[config.mk]
export PLATFORM = sky130hd
export DESIGN_NAME = ann_memory_reader
export DESIGN_NICKNAME = d
export VERILOG_FILES = /design/src/rtl/ann_pkg.sv /design/src/rtl/ann_pair_tracker.sv /design/src/rtl/ann_memory_reader.sv
export SDC_FILE = /design/constraint.sdc
export NUM_CORES = 1
export LEC_CHECK = 0
export BUFFER_PORTS_ARGS = -buffer_cell sky130_fd_sc_hd__buf_2
export CORE_ASPECT_RATIO = 0.6
export CORE_MARGIN = 3
export CORE_UTILIZATION = 45
export CTS_CLUSTER_SIZE = 10
export DETAILED_ROUTE_END_ITERATION = 16
export HOLD_SLACK_MARGIN = 0.05
export PLACE_DENSITY = 0.85
export SLEW_MARGIN = 10
export SYNTH_ARGS = -nofsm -noshare
export SYNTH_HDL_FRONTEND = slang
export SYNTH_SLANG_ARGS = --single-unit
export TNS_END_PERCENT = 100
[constraint.sdc]
create_clock -name clk -period 3.03 [get_ports clk]
set_input_delay 0.1515 -clock clk [delete_from_list [all_inputs] [get_ports clk]]
set_output_delay 0.1515 -clock clk [all_outputs]
set_load 0.02 [all_outputs]
[src/rtl/ann_pkg.sv]
// Shared constants, layer encodings, FSM states and sizing helpers for the
// ANN memory read path.
package ann_pkg;

  function automatic int clog2(input int value);
    int result;
    result = 0;
    for (int i = 0; i < 31; i++) begin
      result = result + (((32'sd1 <<< i) < value) ? 32'sd1 : 32'sd0);
    end
    return result;
  endfunction

  localparam int DATA_COUNTER_WIDTH   = clog2(32);
  localparam int WEIGHT_COUNTER_WIDTH = 11;
  localparam int DIM_W                = DATA_COUNTER_WIDTH + 1;

  localparam logic [1:0] LAYER_H1  = 2'd1;
  localparam logic [1:0] LAYER_H2  = 2'd2;
  localparam logic [1:0] LAYER_OUT = 2'd3;

  localparam logic [DIM_W-1:0] DIM_ONE = {{(DIM_W-1){1'b0}}, 1'b1};

  typedef enum logic [1:0] {
    S_IDLE  = 2'd0,
    S_ISSUE = 2'd1,
    S_DRAIN = 2'd2,
    S_DONE  = 2'd3
  } reader_state_e;

  typedef struct packed {
    logic [DIM_W-1:0] fan_in;
    logic [DIM_W-1:0] nodes;
  } layer_dims_t;

  // Fan-in and node count of a layer; an unused encoding gets a harmless 1x1.
  function automatic layer_dims_t layer_dims(input logic [1:0] layer,
                                             input int n_in, input int h1,
                                             input int h2, input int n_out);
    layer_dims_t d;
    case (layer)
      LAYER_H1: begin
        d.fan_in = DIM_W'(n_in);
        d.nodes  = DIM_W'(h1);
      end
      LAYER_H2: begin
        d.fan_in = DIM_W'(h1);
        d.nodes  = DIM_W'(h2);
      end
      LAYER_OUT: begin
        d.fan_in = DIM_W'(h2);
        d.nodes  = DIM_W'(n_out);
      end
      default: begin
        d.fan_in = DIM_ONE;
        d.nodes  = DIM_ONE;
      end
    endcase
    return d;
  endfunction

endpackage

[src/rtl/ann_pair_tracker.sv]
// Return-side bookkeeping: mirrors the issue counters, checks every returned
// beat against the expected address/layer and classifies it as pair or error.
module ann_pair_tracker
  import ann_pkg::*;
#(
  parameter int LAYER_WIDTH = 2
) (
  input  logic                            clk,
  input  logic                            rst_n,
  input  logic                            i_clear,
  input  logic                            i_enable,
  input  logic [DIM_W-1:0]                i_fan_in,
  input  logic [DIM_W-1:0]                i_nodes,
  input  logic [LAYER_WIDTH-1:0]          i_exp_data_layer,
  input  logic [LAYER_WIDTH-1:0]          i_exp_weight_layer,
  input  logic                            i_data_valid,
  input  logic [LAYER_WIDTH-1:0]          i_data_layer,
  input  logic [DATA_COUNTER_WIDTH-1:0]   i_data_addr,
  input  logic                            i_weight_valid,
  input  logic [LAYER_WIDTH-1:0]          i_weight_layer,
  input  logic [WEIGHT_COUNTER_WIDTH-1:0] i_weight_addr,
  output logic                            o_accept,
  output logic                            o_mismatch,
  output logic [DATA_COUNTER_WIDTH-1:0]   o_node_idx,
  output logic                            o_last_input,
  output logic                            o_last
);

  localparam logic [DATA_COUNTER_WIDTH-1:0]   CNT_ZERO  = {DATA_COUNTER_WIDTH{1'b0}};
  localparam logic [DATA_COUNTER_WIDTH-1:0]   CNT_ONE   = {{(DATA_COUNTER_WIDTH-1){1'b0}}, 1'b1};
  localparam logic [WEIGHT_COUNTER_WIDTH-1:0] WADDR_ONE = {{(WEIGHT_COUNTER_WIDTH-1){1'b0}}, 1'b1};

  logic [DATA_COUNTER_WIDTH-1:0]   idx_q, idx_d, node_q, node_d;
  logic [WEIGHT_COUNTER_WIDTH-1:0] waddr_q, waddr_d;
  logic beat, match, last_input, last_node;

  // Beat classification and expected-address advance. Any beat, good or bad,
  // consumes one expected slot so later beats stay aligned with their requests.
  always_comb begin
    beat       = i_enable && (i_data_valid || i_weight_valid);
    match      = i_data_valid && i_weight_valid &&
                 (i_data_layer == i_exp_data_layer) &&
                 (i_weight_layer == i_exp_weight_layer) &&
                 (i_data_addr == idx_q) && (i_weight_addr == waddr_q);
    last_input = ({1'b0, idx_q} == (i_fan_in - DIM_ONE));
    last_node  = ({1'b0, node_q} == (i_nodes - DIM_ONE));
    o_accept     = beat && match;
    o_mismatch   = beat && !match;
    o_node_idx   = node_q;
    o_last_input = last_input;
    o_last       = last_input && last_node;
    idx_d   = idx_q;
    node_d  = node_q;
    waddr_d = waddr_q;
    if (i_clear) begin
      idx_d   = CNT_ZERO;
      node_d  = CNT_ZERO;
      waddr_d = {WEIGHT_COUNTER_WIDTH{1'b0}};
    end else if (beat) begin
      waddr_d = waddr_q + WADDR_ONE;
      if (last_input) begin
        idx_d  = CNT_ZERO;
        node_d = node_q + CNT_ONE;
      end else begin
        idx_d  = idx_q + CNT_ONE;
        node_d = node_q;
      end
    end else begin
      waddr_d = waddr_q;
    end
  end

  // Expected-address registers.
  always_ff @(posedge clk or negedge rst_n) begin
    if (!rst_n) begin
      idx_q   <= CNT_ZERO;
      node_q  <= CNT_ZERO;
      waddr_q <= {WEIGHT_COUNTER_WIDTH{1'b0}};
    end else begin
      idx_q   <= idx_d;
      node_q  <= node_d;
      waddr_q <= waddr_d;
    end
  end

endmodule

[src/rtl/ann_memory_reader.sv]
// Read initiator for one ANN layer: issues matched data/weight RAM reads for
// every (node, input) pair and streams the paired operands to the MAC path.
module ann_memory_reader
  import ann_pkg::*;
#(
  parameter int DATA_WIDTH                    = 32,
  parameter int LAYER_WIDTH                   = 2,
  parameter int NUMBER_OF_INPUT_NODE          = 2,
  parameter int NUMBER_OF_HIDDEN_NODE_LAYER_1 = 32,
  parameter int NUMBER_OF_HIDDEN_NODE_LAYER_2 = 32,
  parameter int NUMBER_OF_OUTPUT_NODE         = 3
) (
  input  logic                            clk,
  input  logic                            rst_n,
  input  logic                            i_start,
  input  logic [LAYER_WIDTH-1:0]          i_layer,
  output logic                            o_ram_data_enable,
  output logic                            o_rw_data_select,
  output logic [LAYER_WIDTH-1:0]          o_data_layer,
  output logic [DATA_COUNTER_WIDTH-1:0]   o_data_addr,
  output logic                            o_ram_weight_enable,
  output logic                            o_rw_weight_select,
  output logic [LAYER_WIDTH-1:0]          o_weight_layer,
  output logic [WEIGHT_COUNTER_WIDTH-1:0] o_weight_addr,
  input  logic                            i_data_valid,
  input  logic [LAYER_WIDTH-1:0]          i_data_layer,
  input  logic [DATA_COUNTER_WIDTH-1:0]   i_data_addr,
  input  logic [DATA_WIDTH-1:0]           i_data,
  input  logic                            i_weight_valid,
  input  logic [LAYER_WIDTH-1:0]          i_weight_layer,
  input  logic [WEIGHT_COUNTER_WIDTH-1:0] i_weight_addr,
  input  logic [DATA_WIDTH-1:0]           i_weight,
  output logic                            o_pair_valid,
  output logic [DATA_WIDTH-1:0]           o_data,
  output logic [DATA_WIDTH-1:0]           o_weight,
  output logic [DATA_COUNTER_WIDTH-1:0]   o_node_idx,
  output logic                            o_last_input,
  output logic                            o_last,
  output logic                            o_busy,
  output logic                            o_done,
  output logic                            o_error
);

  localparam int OW = WEIGHT_COUNTER_WIDTH + 1;
  localparam logic [LAYER_WIDTH-1:0]          LAYER_ZERO = {LAYER_WIDTH{1'b0}};
  localparam logic [LAYER_WIDTH-1:0]          LAYER_ONE  = {{(LAYER_WIDTH-1){1'b0}}, 1'b1};
  localparam logic [DATA_COUNTER_WIDTH-1:0]   CNT_ZERO   = {DATA_COUNTER_WIDTH{1'b0}};
  localparam logic [DATA_COUNTER_WIDTH-1:0]   CNT_ONE    = {{(DATA_COUNTER_WIDTH-1){1'b0}}, 1'b1};
  localparam logic [WEIGHT_COUNTER_WIDTH-1:0] WADDR_ZERO = {WEIGHT_COUNTER_WIDTH{1'b0}};
  localparam logic [WEIGHT_COUNTER_WIDTH-1:0] WADDR_ONE  = {{(WEIGHT_COUNTER_WIDTH-1){1'b0}}, 1'b1};
  localparam logic [OW-1:0]                   OUT_ZERO   = {OW{1'b0}};
  localparam logic [OW-1:0]                   OUT_ONE    = {{(OW-1){1'b0}}, 1'b1};

  reader_state_e                   state_q, state_d;
  logic [LAYER_WIDTH-1:0]          layer_q, layer_d, data_layer_q, data_layer_d;
  logic [DATA_COUNTER_WIDTH-1:0]   idx_q, idx_d, node_q, node_d, node_idx_q, node_idx_d;
  logic [WEIGHT_COUNTER_WIDTH-1:0] waddr_q, waddr_d;
  logic [OW-1:0]                   outst_q, outst_d;
  logic en_q, en_d, busy_q, busy_d, done_q, done_d, error_q, error_d;
  logic pair_valid_q, pair_valid_d, last_input_q, last_input_d, last_q, last_d;
  logic [DATA_WIDTH-1:0] data_q, data_d, weight_q, weight_d;

  layer_dims_t dims;
  logic start_ok, pair_enable, last_col, last_issue;
  logic trk_accept, trk_mismatch, trk_last_input, trk_last;
  logic [DATA_COUNTER_WIDTH-1:0] trk_node;

  assign dims = layer_dims(layer_q[1:0], NUMBER_OF_INPUT_NODE, NUMBER_OF_HIDDEN_NODE_LAYER_1,
                           NUMBER_OF_HIDDEN_NODE_LAYER_2, NUMBER_OF_OUTPUT_NODE);
  assign start_ok    = (state_q == S_IDLE) && i_start && (i_layer != LAYER_ZERO);
  assign pair_enable = (state_q == S_ISSUE) || (state_q == S_DRAIN);
  assign last_col    = ({1'b0, idx_q} == (dims.fan_in - DIM_ONE));
  assign last_issue  = last_col && ({1'b0, node_q} == (dims.nodes - DIM_ONE));

  ann_pair_tracker #(.LAYER_WIDTH(LAYER_WIDTH)) u_tracker (
    .clk                (clk),
    .rst_n              (rst_n),
    .i_clear            (start_ok),
    .i_enable           (pair_enable),
    .i_fan_in           (dims.fan_in),
    .i_nodes            (dims.nodes),
    .i_exp_data_layer   (data_layer_q),
    .i_exp_weight_layer (layer_q),
    .i_data_valid       (i_data_valid),
    .i_data_layer       (i_data_layer),
    .i_data_addr        (i_data_addr),
    .i_weight_valid     (i_weight_valid),
    .i_weight_layer     (i_weight_layer),
    .i_weight_addr      (i_weight_addr),
    .o_accept           (trk_accept),
    .o_mismatch         (trk_mismatch),
    .o_node_idx         (trk_node),
    .o_last_input       (trk_last_input),
    .o_last             (trk_last)
  );

  // Next-state, request counters, outstanding count and pair capture.
  always_comb begin
    state_d      = state_q;
    layer_d      = layer_q;
    data_layer_d = data_layer_q;
    idx_d        = idx_q;
    node_d       = node_q;
    waddr_d      = waddr_q;
    en_d         = en_q;
    busy_d       = busy_q;
    done_d       = 1'b0;
    error_d      = error_q || trk_mismatch;
    outst_d      = outst_q + (en_q ? OUT_ONE : OUT_ZERO)
                           - ((trk_accept || trk_mismatch) ? OUT_ONE : OUT_ZERO);
    pair_valid_d = trk_accept;
    data_d       = trk_accept ? i_data : data_q;
    weight_d     = trk_accept ? i_weight : weight_q;
    node_idx_d   = trk_accept ? trk_node : node_idx_q;
    last_input_d = trk_accept && trk_last_input;
    last_d       = trk_accept && trk_last;
    case (state_q)
      S_IDLE: begin
        if (start_ok) begin
          state_d      = S_ISSUE;
          layer_d      = i_layer;
          data_layer_d = i_layer - LAYER_ONE;
          idx_d        = CNT_ZERO;
          node_d       = CNT_ZERO;
          waddr_d      = WADDR_ZERO;
          outst_d      = OUT_ZERO;
          en_d         = 1'b1;
          busy_d       = 1'b1;
          error_d      = 1'b0;
        end else if (i_start) begin
          error_d = 1'b1;
        end else begin
          state_d = S_IDLE;
        end
      end
      S_ISSUE: begin
        waddr_d = waddr_q + WADDR_ONE;
        if (last_col) begin
          idx_d  = CNT_ZERO;
          node_d = node_q + CNT_ONE;
        end else begin
          idx_d  = idx_q + CNT_ONE;
          node_d = node_q;
        end
        if (last_issue) begin
          state_d = S_DRAIN;
          en_d    = 1'b0;
        end else begin
          state_d = S_ISSUE;
          en_d    = 1'b1;
        end
      end
      S_DRAIN: begin
        if (outst_q == OUT_ZERO) begin
          state_d = S_DONE;
          busy_d  = 1'b0;
          done_d  = 1'b1;
        end else begin
          state_d = S_DRAIN;
        end
      end
      S_DONE: begin
        state_d = S_IDLE;
      end
      default: begin
        state_d = S_IDLE;
        en_d    = 1'b0;
        busy_d  = 1'b0;
      end
    endcase
  end

  // State and output registers; reset aborts any layer in flight.
  always_ff @(posedge clk or negedge rst_n) begin
    if (!rst_n) begin
      state_q      <= S_IDLE;
      layer_q      <= LAYER_ZERO;
      data_layer_q <= LAYER_ZERO;
      idx_q        <= CNT_ZERO;
      node_q       <= CNT_ZERO;
      waddr_q      <= WADDR_ZERO;
      outst_q      <= OUT_ZERO;
      en_q         <= 1'b0;
      busy_q       <= 1'b0;
      done_q       <= 1'b0;
      error_q      <= 1'b0;
      pair_valid_q <= 1'b0;
      data_q       <= {DATA_WIDTH{1'b0}};
      weight_q     <= {DATA_WIDTH{1'b0}};
      node_idx_q   <= CNT_ZERO;
      last_input_q <= 1'b0;
      last_q       <= 1'b0;
    end else begin
      state_q      <= state_d;
      layer_q      <= layer_d;
      data_layer_q <= data_layer_d;
      idx_q        <= idx_d;
      node_q       <= node_d;
      waddr_q      <= waddr_d;
      outst_q      <= outst_d;
      en_q         <= en_d;
      busy_q       <= busy_d;
      done_q       <= done_d;
      error_q      <= error_d;
      pair_valid_q <= pair_valid_d;
      data_q       <= data_d;
      weight_q     <= weight_d;
      node_idx_q   <= node_idx_d;
      last_input_q <= last_input_d;
      last_q       <= last_d;
    end
  end

  assign o_ram_data_enable   = en_q;
  assign o_ram_weight_enable = en_q;
  assign o_rw_data_select    = 1'b1;
  assign o_rw_weight_select  = 1'b1;
  assign o_data_layer        = data_layer_q;
  assign o_weight_layer      = layer_q;
  assign o_data_addr         = idx_q;
  assign o_weight_addr       = waddr_q;
  assign o_pair_valid        = pair_valid_q;
  assign o_data              = data_q;
  assign o_weight            = weight_q;
  assign o_node_idx          = node_idx_q;
  assign o_last_input        = last_input_q;
  assign o_last              = last_q;
  assign o_busy              = busy_q;
  assign o_done              = done_q;
  assign o_error             = error_q;

endmodule

; Word-level counts from Yosys, hierarchy flattened
; Index checks and enable logic that the tools add are counted.
[classes]
n_addsub = 11
multipliers = 0
n_div = 0
n_lt_le_gt_ge = 0
n_eq_ne = 18
n_shift = 0
muxes = 35
bitwise_logic = 0
n_reduce_logical = 31
[op_table]
columns = cell, count
row1 = 5-bit 2-to-1 mux, 9
row2 = 12-bit case mux with 3 select lines, 1
row3 = 11-bit 2-to-1 mux, 3
row4 = 5-bit by 6-bit equality test with 1-bit output, 4
row5 = 12-bit 2-to-1 mux, 2
row6 = 11-bit by 1-bit adder with 11-bit output (second input constant), 2
row7 = 11-bit case mux with 2 select lines, 1
row8 = 5-bit by 1-bit adder with 5-bit output (second input constant), 4
row9 = 5-bit case mux with 2 select lines, 2
row10 = 1-bit logical AND, 14
row11 = 12-bit by 1-bit adder with 12-bit output, 1
row12 = 12-bit zero test, 1
row13 = 12-bit by 1-bit subtractor with 12-bit output, 1
row14 = 6-bit by 1-bit subtractor with 6-bit output (second input constant), 2
row15 = 11-bit equality test, 1
row16 = 1-bit 2-to-1 mux, 11
row17 = 2-bit nonzero test, 5
row18 = 2-bit equality test (second input constant), 4
row19 = 2-bit case mux with 4 select lines, 1
row20 = 2-bit 2-to-1 mux, 3
row21 = 2-bit AND reduction, 3
row22 = 3-bit AND reduction, 2
row23 = 5-bit equality test, 1
row24 = 2-bit by 1-bit equality test with 1-bit output (second input constant), 2
row25 = other kinds (9), 15
[totals]
regBits = 136
latch_bits = 0
mem_bits_rw = 0
mem_bits_ro = 0
input_bits = 91
output_inout_bits = 99
n_memories = 0

; Depth between registers and ports, before layout
[logic_depth]
word_depth = 12
ltp_mapped = 14
ltp_nobuf = 13

; Modules after synthesis
; Synthesis repeated with hierarchy kept, for this count alone.
[unflattened]
hier_cells = 620
hier_area_um2 = 6931.6
[by_module_without_submodules]
columns = mod, instances, cells_per_inst, area_per_inst_um2, seq_area_each_um2
row1 = ann_memory_reader, 1, 439, 5346.4, 2877.8
row2 = ann_pair_tracker, 1, 181, 1585.3, 525.5

; Worst setup path after synthesis
; Ideal clock, no wire load.
[synth_path]
path_type = register to register
start = reg state_q[0]
end = reg outst_q[10]
setup_ns = 0.132
arrival_ns = 3.132
slack_ns = -0.234
stages_incl_launch_ff = 15
synth_period_minus_slack_ns = 3.264
path_cell_list = dfrtp_1 > inv_1 > ha_1 > o21ai_1 > inv_1 > clkbuf_1 > ha_1 > inv_1 > ha_1 > fa_1 > a211o_1 > a31oi_1 > o211ai_1 > xnor2_1 > nor2_1
[synth_between]
elab_chain_len = 9
[synth_lines]
columns = item, line
row1 = "start, declared", ann_memory_reader.sv:54  ; reader_state_e state_q, state_d;
row2 = "start signal, assigned", ann_memory_reader.sv:194  ; state_q <= state_d;
row3 = 2-bit by 1-bit equality test with 1-bit output or 2-bit equality test (tied branches), ann_memory_reader.sv:71  ; assign pair_enable = (state_q == S_ISSUE) || (state_q == S_DRAIN);
row4 = 1-bit logical OR, ann_memory_reader.sv:71
row5 = 1-bit logical AND, ann_pair_tracker.sv:40  ; beat = i_enable && (i_data_valid || i_weight_valid);
row6 = "1-bit logical AND, on equally long branches", "ann_pair_tracker.sv:47, ann_pair_tracker.sv:48"
row7 = 1-bit logical OR, ann_memory_reader.sv:110  ; - ((trk_accept || trk_mismatch) ? OUT_ONE : OUT_ZERO);
row8 = 1-bit 2-to-1 mux, ann_memory_reader.sv:110
row9 = 12-bit by 1-bit subtractor with 12-bit output, ann_memory_reader.sv:110
row10 = 12-bit 2-to-1 mux, ann_memory_reader.sv:119  ; if (start_ok) begin
row11 = 12-bit 2-to-1 mux (*), ann_memory_reader.sv:117  ; case (state_q)
row12 = named net outst_d[10], ann_memory_reader.sv:58  ; logic [OW-1:0] outst_q, outst_d;
row13 = "end signal, assigned", ann_memory_reader.sv:200  ; outst_q <= outst_d;
row14 = "end, declared", ann_memory_reader.sv:58
; The timed path passes the listed nets; every way through them passes the cells marked *.
; A chain may end at the register's enable or synchronous reset.

; Worst setup path in the final report
; Ends and elaborated chain as after synthesis.

==> summary.md <==
| Metric | Value |
|---|---|
| Setup WS pre-CTS | 0.07325 ns |
| Post-Layout Inst Area | 9168 um^2 |
| WHS Path Cells | 3 |
| Run status | complete, no violations |
| Startpoint of the most critical register-to-register path | state_q[0] |
| Portion of the post-synthesis area used by sequential elements | 50.94% |
| Flop-to-flop setup slack | 0.18 ns |
| Cell with the largest stage delay on the worst path | sky130_fd_sc_hd__dfrtp_1 |
| Std-Cell Core Area | 14,080 um^2 |
| Starting utilization of the core area | 47.45% |
| Final wirelength | 17.74 mm |
| TritonCTS clock tree | built |
| Remaining routing DRC violations | 0 |
| Cells traversed along the worst timing path | inv_2, ha_4, o21ai_4, inv_1, ha_1, inv_1, ha_1, fa_2, a211o_1, a31oi_4, o211ai_1, xnor2_1, nor2_1 |
| Endpoint class of the critical path | flip-flop |
| Post-detailed-placement half-perimeter wirelength | 11.64 mm |
| Start point of the worst hold path | i_start |
| Slew margin rel. | 52.00% |
| Count of routing violations after the opening detailed-route iteration | 387 |
| Clock Path Buffers | 2 |
| # nets final | 978 |
| Vertical die dimension | 100.4 um |
| Max Transition Viols Final | 0 |
| Non-filler instance count after layout | 1,061 |
| DIE AREA | 16,390 um^2 |
| Post-synthesis instance area | 6681 um^2 |
| Largest fanout of any net on the critical path | 4 |
| Yosys top cell area share | 50.94% |
| Most common library cell in the layout ignoring fill and taps | sky130_fd_sc_hd__buf_2 |
| Global-route wire length before repair | 28.61 mm |
| Minimum clock period after layout | 2.850 ns |
| Syn avg cell area | 11.31 um^2 |
| Max IR drop VDD | 0.0005117 V |
| Routed length per instance | 16.72 um |
| Main area contributors after synthesis | sky130_fd_sc_hd__dfrtp_1 (51%), sky130_fd_sc_hd__mux2_2 (11%), sky130_fd_sc_hd__ha_1 (5.8%) |
| Worst hold slack | 0.09868 ns |
| EDFF count, synth | 0 |
| CP Data Arrival Time | 3.13 ns |
| Library cell occupying the most area in the post-synthesis netlist | sky130_fd_sc_hd__dfrtp_1 |
| Number of fillers in the final layout | 1,056 |
| Hold Violations, Final | 0 |
| CTS sink count | 136 |
| Lkg Pwr | 4.744 nW |
| Top achievable clock speed | 0.3509 GHz |
| Critical Path Source Type | flip-flop |
| Capturing point of the worst reg2reg path | outst_q[10] |
| Clock slew at the register clock pins of the worst setup and hold paths | 0.06 ns |
| Largest net degree at the start of global routing | 86 |
| Remaining global-route overflow | 0 |
| CTS HTree Levels | 4 |
| Longest individual stage delay on the worst path | 0.41 ns |
| Horizontal die dimension | 163.3 um |
| Placer's final routability congestion estimate | 0.8426 |
| Final Cycle Share | 94.05% |
| Measured slew at the worst slew-check pin | 0.7125 ns |
| Final-report setup violation count | 0 |
| Synthesized instance count | 591 |
| Area added between synthesis and finish | 37.21% |
| Fraction of layout cells with a size suffix above 1 | 34.45% |
| Inserted Clock Buffers | 17 |
| Distinct cells, synth | 53 |
| Worst Hold Path EP | o_error |
| PD cells | 824.9 nW/um^2 |
| Placed standard-cell area | 7839 um^2 |
| Router iterations before antenna repair | 6 |
| Number of global-route vias before repair | 5,666 |
| Number of antenna violations at the first check in global routing | 0 |
| Final setup TNS | 0 ns |
| Worst reg-to-reg path cell count | 13 |
| Count of input and output buffers | 187 |
| Worst Path Required | 3.31 ns |
| Cell count after placement | 960 |
| Clock latency on the worst-skew pair | 0.41 ns |
| Ratio of routed vias to standard cells | 5.249 |
| Floorplan row count | 33 |
| Total number of yosys warnings | 0 |
| Master cell of the clock root buffer | sky130_fd_sc_hd__clkbuf_16 |
| Maximum capacitance violations | 0 |
| Hold/Removal Path Class | input pin to flip-flop |
| Remaining antenna violation count after routing | 0 |
| Worst clock skew on the final layout | 0.01015 ns |
| Unrepaired setup endpoints after global routing | no |
| Proportion of register bits with asynchronous set or reset after synthesis | 100.0% |
| Final Worst Setup Slack | 0.1802 ns |
| Boundary pin count | 190 |
| Top FF cell, synth | sky130_fd_sc_hd__dfrtp_1 |
| Number of storage elements in the synthesis netlist | 136 |
| Aggregate global-route resource usage | 22.00% |
| Worst Path Class, Setup | flip-flop to flip-flop |
| Number of vias in the routed layout | 5,569 |
| Most frequent cells in the layout | sky130_fd_sc_hd__buf_2 (186), sky130_fd_sc_hd__dfrtp_1 (136), sky130_fd_sc_hd__dlygate4sd3_1 (67), sky130_fd_sc_hd__mux2_2 (63), sky130_fd_sc_hd__nand2_1 (40) |
## worst max-delay path, delay by kind of cell (launching register included)
kind	cells	cell delay [ns]
AO/OA/AOI/OAI	4	0.76
XOR/XNOR	1	0.18
adder cells (fa/ha/maj)	4	1.09
buffers and inverters	3	0.22
flip-flops	1	0.41
AND/OR/NAND/NOR	1	0.05
## flip-flops by register name, indices dropped and copies added (netlist names), named ones only
name	cells
u_tracker.o_node_idx	5
o_data	32
o_node_idx	5
node_q	5
o_ram_data_enable	1
o_error	1
o_data_layer	2
u_tracker.waddr_q	11
state_q	1
outst_q	12
o_weight_layer	2
o_weight	32
o_last	1
o_data_addr	5
o_weight_addr	11
u_tracker.idx_q	5
o_pair_valid	1
o_busy	1
o_last_input	1
o_done	1
## power breakdown
group	total (mW)	internal, mW	switching, mW
sequential	2.42	2.10	0.322
combinational	2.95	1.25	1.70
clock	2.20	1.39	0.810
total	7.56	4.73	2.83
## routing by layer
| metal | track usage, % | share of wire [%] | vias to the layer above |
|---|---|---|---|
| met5 | 0 | 0 | - |
| met4 | 7.277 | 1.9 | 0 |
| met3 | 5.278 | 7.8 | 30 |
| met2 | 35.27 | 46 | 254 |
| met1 | 29.69 | 44 | 2660 |
| li1 | - | - | 2625 |
## layout make-up
cell class	instances	area, um^2	area share, %
diodes	1	2.502	0.02730
clock buffers	18	429.2	4.681
clock inverters	14	195.2	2.129
inverters	35	131.4	1.433
multi-input cells	401	3053	33.30
flip-flops and latches	136	3403	37.12
well taps	192	240.2	2.620
repair buffers	264	1713	18.68
## cell usage after synthesis (all sizes together), types with 5 or more instances
master  count
and2        5
nor3        5
or3        10
nand2      40
clkbuf      8
or4         6
mux2       70
ha         31
and3        6
xnor2      26
nor2       32
dfrtp     136
buf        12
nand4       8
xor2       20
a21oi      26
nand3      22
inv        35
o21ai      29
## cell families (layout without fill, tap and decap cells)
kind of cell               count (synthesis)  after routing  share of synthesized area [%]
adders and majority gates                 32             32                          6.105
other                                      1              3                        0.05613
DFF                                      136            136                          50.94
and+or+nand+nor                          151            151                          11.46
AOI/OAI and AO/OA                         96             96                          8.970
muxes                                     74             74                          12.40
xor gates and xnor gates                  46             46                          6.030
buffers and inverters                     55            331                          4.045
## through the flow
step,power (mW),util (%)
after global placement,5.048,55.67
after floorplan,4.370,-
final,7.563,65.11
after detailed placement,5.183,55.67
after global routing,8.081,65.09
after CTS,7.489,64.87
## worst max path at each step
stage                    start          end
finish              state_q[0]  outst_q[10]
global route        state_q[0]  outst_q[10]
CTS                 state_q[0]  outst_q[10]
detailed placement  state_q[0]  outst_q[10]
global placement    state_q[0]  outst_q[10]
floorplan           state_q[0]  outst_q[10]
## timing repair
item                                   4_1_cts  5_1_grt
hold buffers                                67        0
endpoints found under the hold margin      118        0
buffers inserted                             0        1
resized for setup                            0        4
setup endpoints to repair                    0        3
(Power assumes the default switching activity.)
